### config.mk
export PLATFORM = sky130hd
export DESIGN_NAME = fetch_queue_unit
export DESIGN_NICKNAME = d
export VERILOG_FILES = /design/src/rtl/fetch_queue_unit.sv
export SDC_FILE = /design/constraint.sdc
export NUM_CORES = 1
export LEC_CHECK = 0
export CAP_MARGIN = 20
export CORE_MARGIN = 10
export CORE_UTILIZATION = 49
export CTS_BUF_LIST = sky130_fd_sc_hd__clkbuf_16
export DETAILED_ROUTE_END_ITERATION = 12
export GPL_ROUTABILITY_DRIVEN = 1
export GPL_TIMING_DRIVEN = 0
export PLACE_DENSITY = 0.87
export SLEW_MARGIN = 15
export SYNTH_ARGS = -nofsm -noshare
export SYNTH_HDL_FRONTEND = slang
export SYNTH_SLANG_ARGS = --single-unit
### constraint.sdc
create_clock -name clock -period 3 [get_ports clock]
set_clock_uncertainty 0.2 [all_clocks]
set_input_delay 0.6 -clock clock [delete_from_list [all_inputs] [get_ports clock]]
set_output_delay 0.6 -clock clock [all_outputs]
set_load 0.02 [all_outputs]
### src/rtl/fetch_queue_unit.sv
// fetch_queue_unit: instruction-fetch stage with a DEPTH-entry prefetch queue.
// Owns the PC, drives a combinational-read instruction memory, and presents the
// queue head to decode. A jump flushes every queued entry and redirects the PC.
// Optional build macro: FETCH_PERF_CNT_EN adds 32-bit fetch/stall/flush counters.
module fetch_queue_unit #(
  parameter int unsigned ADDR_WIDTH = 32,
  parameter int unsigned INST_WIDTH = 32,
  parameter int unsigned DEPTH = 4,
  parameter logic [ADDR_WIDTH-1:0] RESET_PC = '0,
  parameter logic [INST_WIDTH-1:0] BUBBLE_INST = '0
) (
  input  logic                    clock,
  input  logic                    reset,
  input  logic                    stallFromDecode,
  input  logic                    jumpEnable,
  input  logic [ADDR_WIDTH-1:0]   jumpValue,
  output logic [ADDR_WIDTH-1:0]   imemAddr,
  input  logic [INST_WIDTH-1:0]   imemData,
  output logic                    fetchValid,
  output logic [ADDR_WIDTH-1:0]   fetchPc,
  output logic [INST_WIDTH-1:0]   fetchInst,
  output logic [$clog2(DEPTH):0]  queueCount
`ifdef FETCH_PERF_CNT_EN
  ,
  output logic [31:0]             perfFetchCount,
  output logic [31:0]             perfStallCount,
  output logic [31:0]             perfFlushCount
`endif
);

  localparam int unsigned PTR_W = $clog2(DEPTH);
  localparam int unsigned CNT_W = PTR_W + 1;

  // Sequential PC advance; the add is truncated so the address space wraps.
  function automatic logic [ADDR_WIDTH-1:0] nextPc(input logic [ADDR_WIDTH-1:0] cur);
    return cur + ADDR_WIDTH'(4);
  endfunction

  // Jump targets are forced to word alignment by clearing the two low bits.
  function automatic logic [ADDR_WIDTH-1:0] alignTarget(input logic [ADDR_WIDTH-1:0] target);
    return target & {{(ADDR_WIDTH-2){1'b1}}, 2'b00};
  endfunction

  logic [ADDR_WIDTH-1:0] pc;
  logic [PTR_W-1:0]      headPtr;
  logic [PTR_W-1:0]      tailPtr;
  logic [CNT_W-1:0]      count;

  // Queue payload; never reset because occupancy alone decides what is visible.
  logic [ADDR_WIDTH-1:0] pcQueue   [DEPTH];
  logic [INST_WIDTH-1:0] instQueue [DEPTH];

  logic queueFull;
  logic pop;
  logic push;

  assign queueFull  = (count == CNT_W'(DEPTH));
  assign fetchValid = (count != '0);
  // A jump blocks both ends of the queue: the head is discarded, not consumed.
  assign pop        = fetchValid && !stallFromDecode && !jumpEnable;
  // A full queue can still accept a new word in the same cycle the head leaves.
  assign push       = !jumpEnable && (!queueFull || pop);

  assign imemAddr   = pc;
  assign queueCount = count;
  assign fetchPc    = fetchValid ? pcQueue[headPtr]   : '0;
  assign fetchInst  = fetchValid ? instQueue[headPtr] : BUBBLE_INST;

  // Control state: PC, pointers and occupancy; jump flushes and redirects.
  always_ff @(posedge clock) begin
    if (reset) begin
      pc      <= RESET_PC;
      headPtr <= '0;
      tailPtr <= '0;
      count   <= '0;
    end else if (jumpEnable) begin
      pc      <= alignTarget(jumpValue);
      headPtr <= '0;
      tailPtr <= '0;
      count   <= '0;
    end else begin
      if (push) begin
        pc      <= nextPc(pc);
        tailPtr <= tailPtr + 1'b1;
      end
      if (pop) begin
        headPtr <= headPtr + 1'b1;
      end
      case ({push, pop})
        2'b10:   count <= count + 1'b1;
        2'b01:   count <= count - 1'b1;
        default: count <= count;
      endcase
    end
  end

  // Payload capture: the word read at the current PC lands at the tail slot.
  always_ff @(posedge clock) begin
    if (push) begin
      pcQueue[tailPtr]   <= pc;
      instQueue[tailPtr] <= imemData;
    end
  end

`ifdef FETCH_PERF_CNT_EN
  // Free-running event counters; they wrap silently at 2^32.
  always_ff @(posedge clock) begin
    if (reset) begin
      perfFetchCount <= '0;
      perfStallCount <= '0;
      perfFlushCount <= '0;
    end else begin
      if (push)                          perfFetchCount <= perfFetchCount + 32'd1;
      if (fetchValid && stallFromDecode) perfStallCount <= perfStallCount + 32'd1;
      if (jumpEnable)                    perfFlushCount <= perfFlushCount + 32'd1;
    end
  end
`endif

endmodule

==> impl_metrics.toml <==
[cts]
cts-buffers-inserted = 29
cts_sinks = 287
cts_root_buf = "clkbuf_16"
cts_tree = "built"
path_clk_slew_ns = 0.06
cts_buffer_depth = 3
cts-htree-levels = 1
clk_latency_ns = 0.54

[layout]
finalNonFillerCells = 1238
drive_gt1_share_pct = 25.79
nNetsFinal = 972
most-common-layout-cells = "248 x edfxtp_1, 96 x clkdlybuf4s50_1, 65 x and2_1, 62 x mux4_2, 37 x dfxtp_1"
antenna_cells = 0
fill_cells = 1712
final_common_cell = "edfxtp_1"
area_growth_syn_to_layout_pct = 26.88
multi_input_area_um2 = 3308
ff_latch_area_um2 = 8235

[placement]
port-buffer-count = 159
gp_congestion = 0.8612
pre_cts_slack_ns = -0.4633
place_hpwl_um = 18030
dp_cells = 1169

[run]
cap_violations = 0

[yosys]
synth_area_um2 = 11780
async_flop_share_pct = 0
seq_area_frac_synth_pct = 69.84
synth_area_leader_cell = "edfxtp_1"
netlist_instances = 684
synth_edf_count = 248
synth_top_area_share_pct = 63.21
yosysUniqueCellTypes = 58
ys.flop_type = "edfxtp_1"
syn_avg_cell_area_um2 = 17.22
ys_warn_count = 0
synth.top_cells.by_area = "edfxtp_1 63%, mux4_2 12%, dfxtp_1 6.6%"
ys_ff_latch = 287

[timing]
setup_viol_count_final = 0
grt_setup_unrepaired = "true"
final-hold-violation-count = 0
tightest_slew_ns = 0.6394
maxSlewViolCount = 0
max_clock_freq_mhz = 334.6
slew-limit-headroom_pct = 56.98
finalWorstSetupSlack_ns = 0.01140
fin_crit_sh_pct = 99.62
finalCriticalPeriod_ns = 2.989

[drt]
drt_first_iter_violations = 549
drc = 0
vias_per_cell = 5.703
drt_wl_total_um = 28150
drt_pass1_iterations = 5
vias = 7060
routedWlPerCell_um = 22.74
drtAntennaViolNets = 0

[worst_setup_path]
startpoint_type = "flop"
path_max_fanout = 5
required_ns = 2.20
cp-end-kind = "output port"
path_class = "reg2out"
crit_arrival_ns = 2.19

[global_routing]
grt_util_all_layers_pct = 17.80
overflow = 0
grt_pass1_wl_um = 42800
antenna_found_initial = 0
grt_pass1_vias = 7218
grt_max_degree = 48

[floorplanning]
rows = 56
io_pins = 168
die-area_um2 = 30650
die_y_um = 175.1
die_w_um = 175.1
start_util_pct = 50.04
core_area_um2 = 23540

[pwr]
p_int_uw = 6722
clockPowerShare_pct = 37.4
p_seq_share_pct = 52.8
power.density_nw_per_um2 = 582.1
switching_share_pct = 22.75
netSwitchingPower_uw = 1979
leakage_uw = 0.005074
comb_power_share_pct = 9.8
ir_worst_vdd_v = 0.0004375

[min_path]
hold_path.class = "in2reg"

[status]
status = "completed"
==> synth_stat cells, types with 7 or more instances <==
cell type	instances
a311oi_1	10
nor2_1	31
nand4_1	16
nand2_1	16
edfxtp_1	248
mux4_2	62
inv_1	14
clkbuf_1	21
nand3_1	10
a211oi_1	14
a21oi_1	8
nor4_1	11
dfxtp_1	39
or4_1	7
xnor2_1	7
ha_1	7
and2_1	70
==> flip-flops by register name, summed over array words and instances, names as in the netlist, named ones only <==
| signal | flops |
|---|---|
| headPtr | 2 |
| imemAddr | 30 |
| instQueue | 128 |
| pcQueue | 120 |
| queueCount | 3 |
| tailPtr | 2 |
==> kinds of logic after synthesis <==
family	after synthesis	share of synthesized area, %
AOI/OAI and AO/OA	62	3.993
adders and majority gates	7	0.7434
and+or+nand+nor	197	10.12
muxes	62	11.85
DFF	287	69.84
buffers and inverters	55	2.453
other	1	0.03183
xor gates and xnor gates	13	0.9664
==> worst max-delay path, cell delays in order (launching register included) <==
cell	delay, ns
dfxtp_4	0.38
buf_8	0.15
bufbuf_16	0.28
mux4_2	0.50
and2_1	0.19
buf_4	0.16
==> power by group through the flow <==
| stage | combinational, µW | clock [µW] | sequential, µW |
|---|---|---|---|
| finish | 854 | 3250 | 4590 |
| global route | 916 | 3500 | 4610 |
| CTS | 864 | 3330 | 4590 |
| detailed placement | 852 | 0 | 4680 |
| global placement | 826 | 0 | 4670 |
| floorplan | 398 | 0 | 4680 |
==> metal layers <==
metal  up-vias  track usage (%)  wire [µm]
met2       313            29.23      14010
met1      3538            23.05      11420
met3        47            4.096       2115
li1       3162                -          -
met5         -                0          0
met4         0            5.616        607
==> timing repair <==
item	4_1_cts	5_1_grt
hold buffers	0	0
endpoints found under the setup margin	63	55
gates resized for setup	231	53
setup buffers	4	9
cloned	2	3
pin swaps	0	1
endpoints found under the hold margin	0	0
==> worst paths after layout <==
kind / start / end / slack (ns) / cells past startpoint
worst max register to register: queueCount[1]$_SDFFE_PP0P_ / instQueue[3][3]$_DFFE_PP_ / 0.31 / 6
worst max-delay path: flop / fetchPc[9] / 0.01 / 5
worst min register to register: tailPtr[1]$_SDFFE_PP0P_ / tailPtr[1]$_SDFFE_PP0P_ / 0.30 / 2
worst min-delay path: stallFromDecode / headPtr[0]$_SDFFE_PP0P_ / 0.24 / 3
==> layout make-up <==
cell class	count	area share [%]
Sequential cell	287	55.09
Multi-Input combinational cell	345	22.13
Timing Repair Buffer	180	11.57
Clock buffer	29	4.855
Tap cell	319	2.670
Buffer	39	2.394
Clock inverter	24	0.8705
Inverter	14	0.3850
Timing Repair inverter	1	0.03348
==> stage by stage <==
| stage | instance area [µm²] | hold WS [ns] | total power, µW | setup TNS (ns) | util, % |
|---|---|---|---|---|---|
| finish | 14950 | 0.2433 | 8701 | 0 | 63.49 |
| global route | 14950 | 0.2398 | 9024 | -0.2869 | 63.49 |
| CTS | 14990 | 0.2111 | 8782 | -0.02343 | 63.68 |
| detailed placement | 13900 | 0.2891 | 5529 | -69.59 | 59.02 |
| global placement | 13790 | 0.2779 | 5494 | -253.32 | 58.57 |
| floorplan | 11800 | 0.2647 | 5076 | 0 | - |
(Power assumes the default switching activity.)
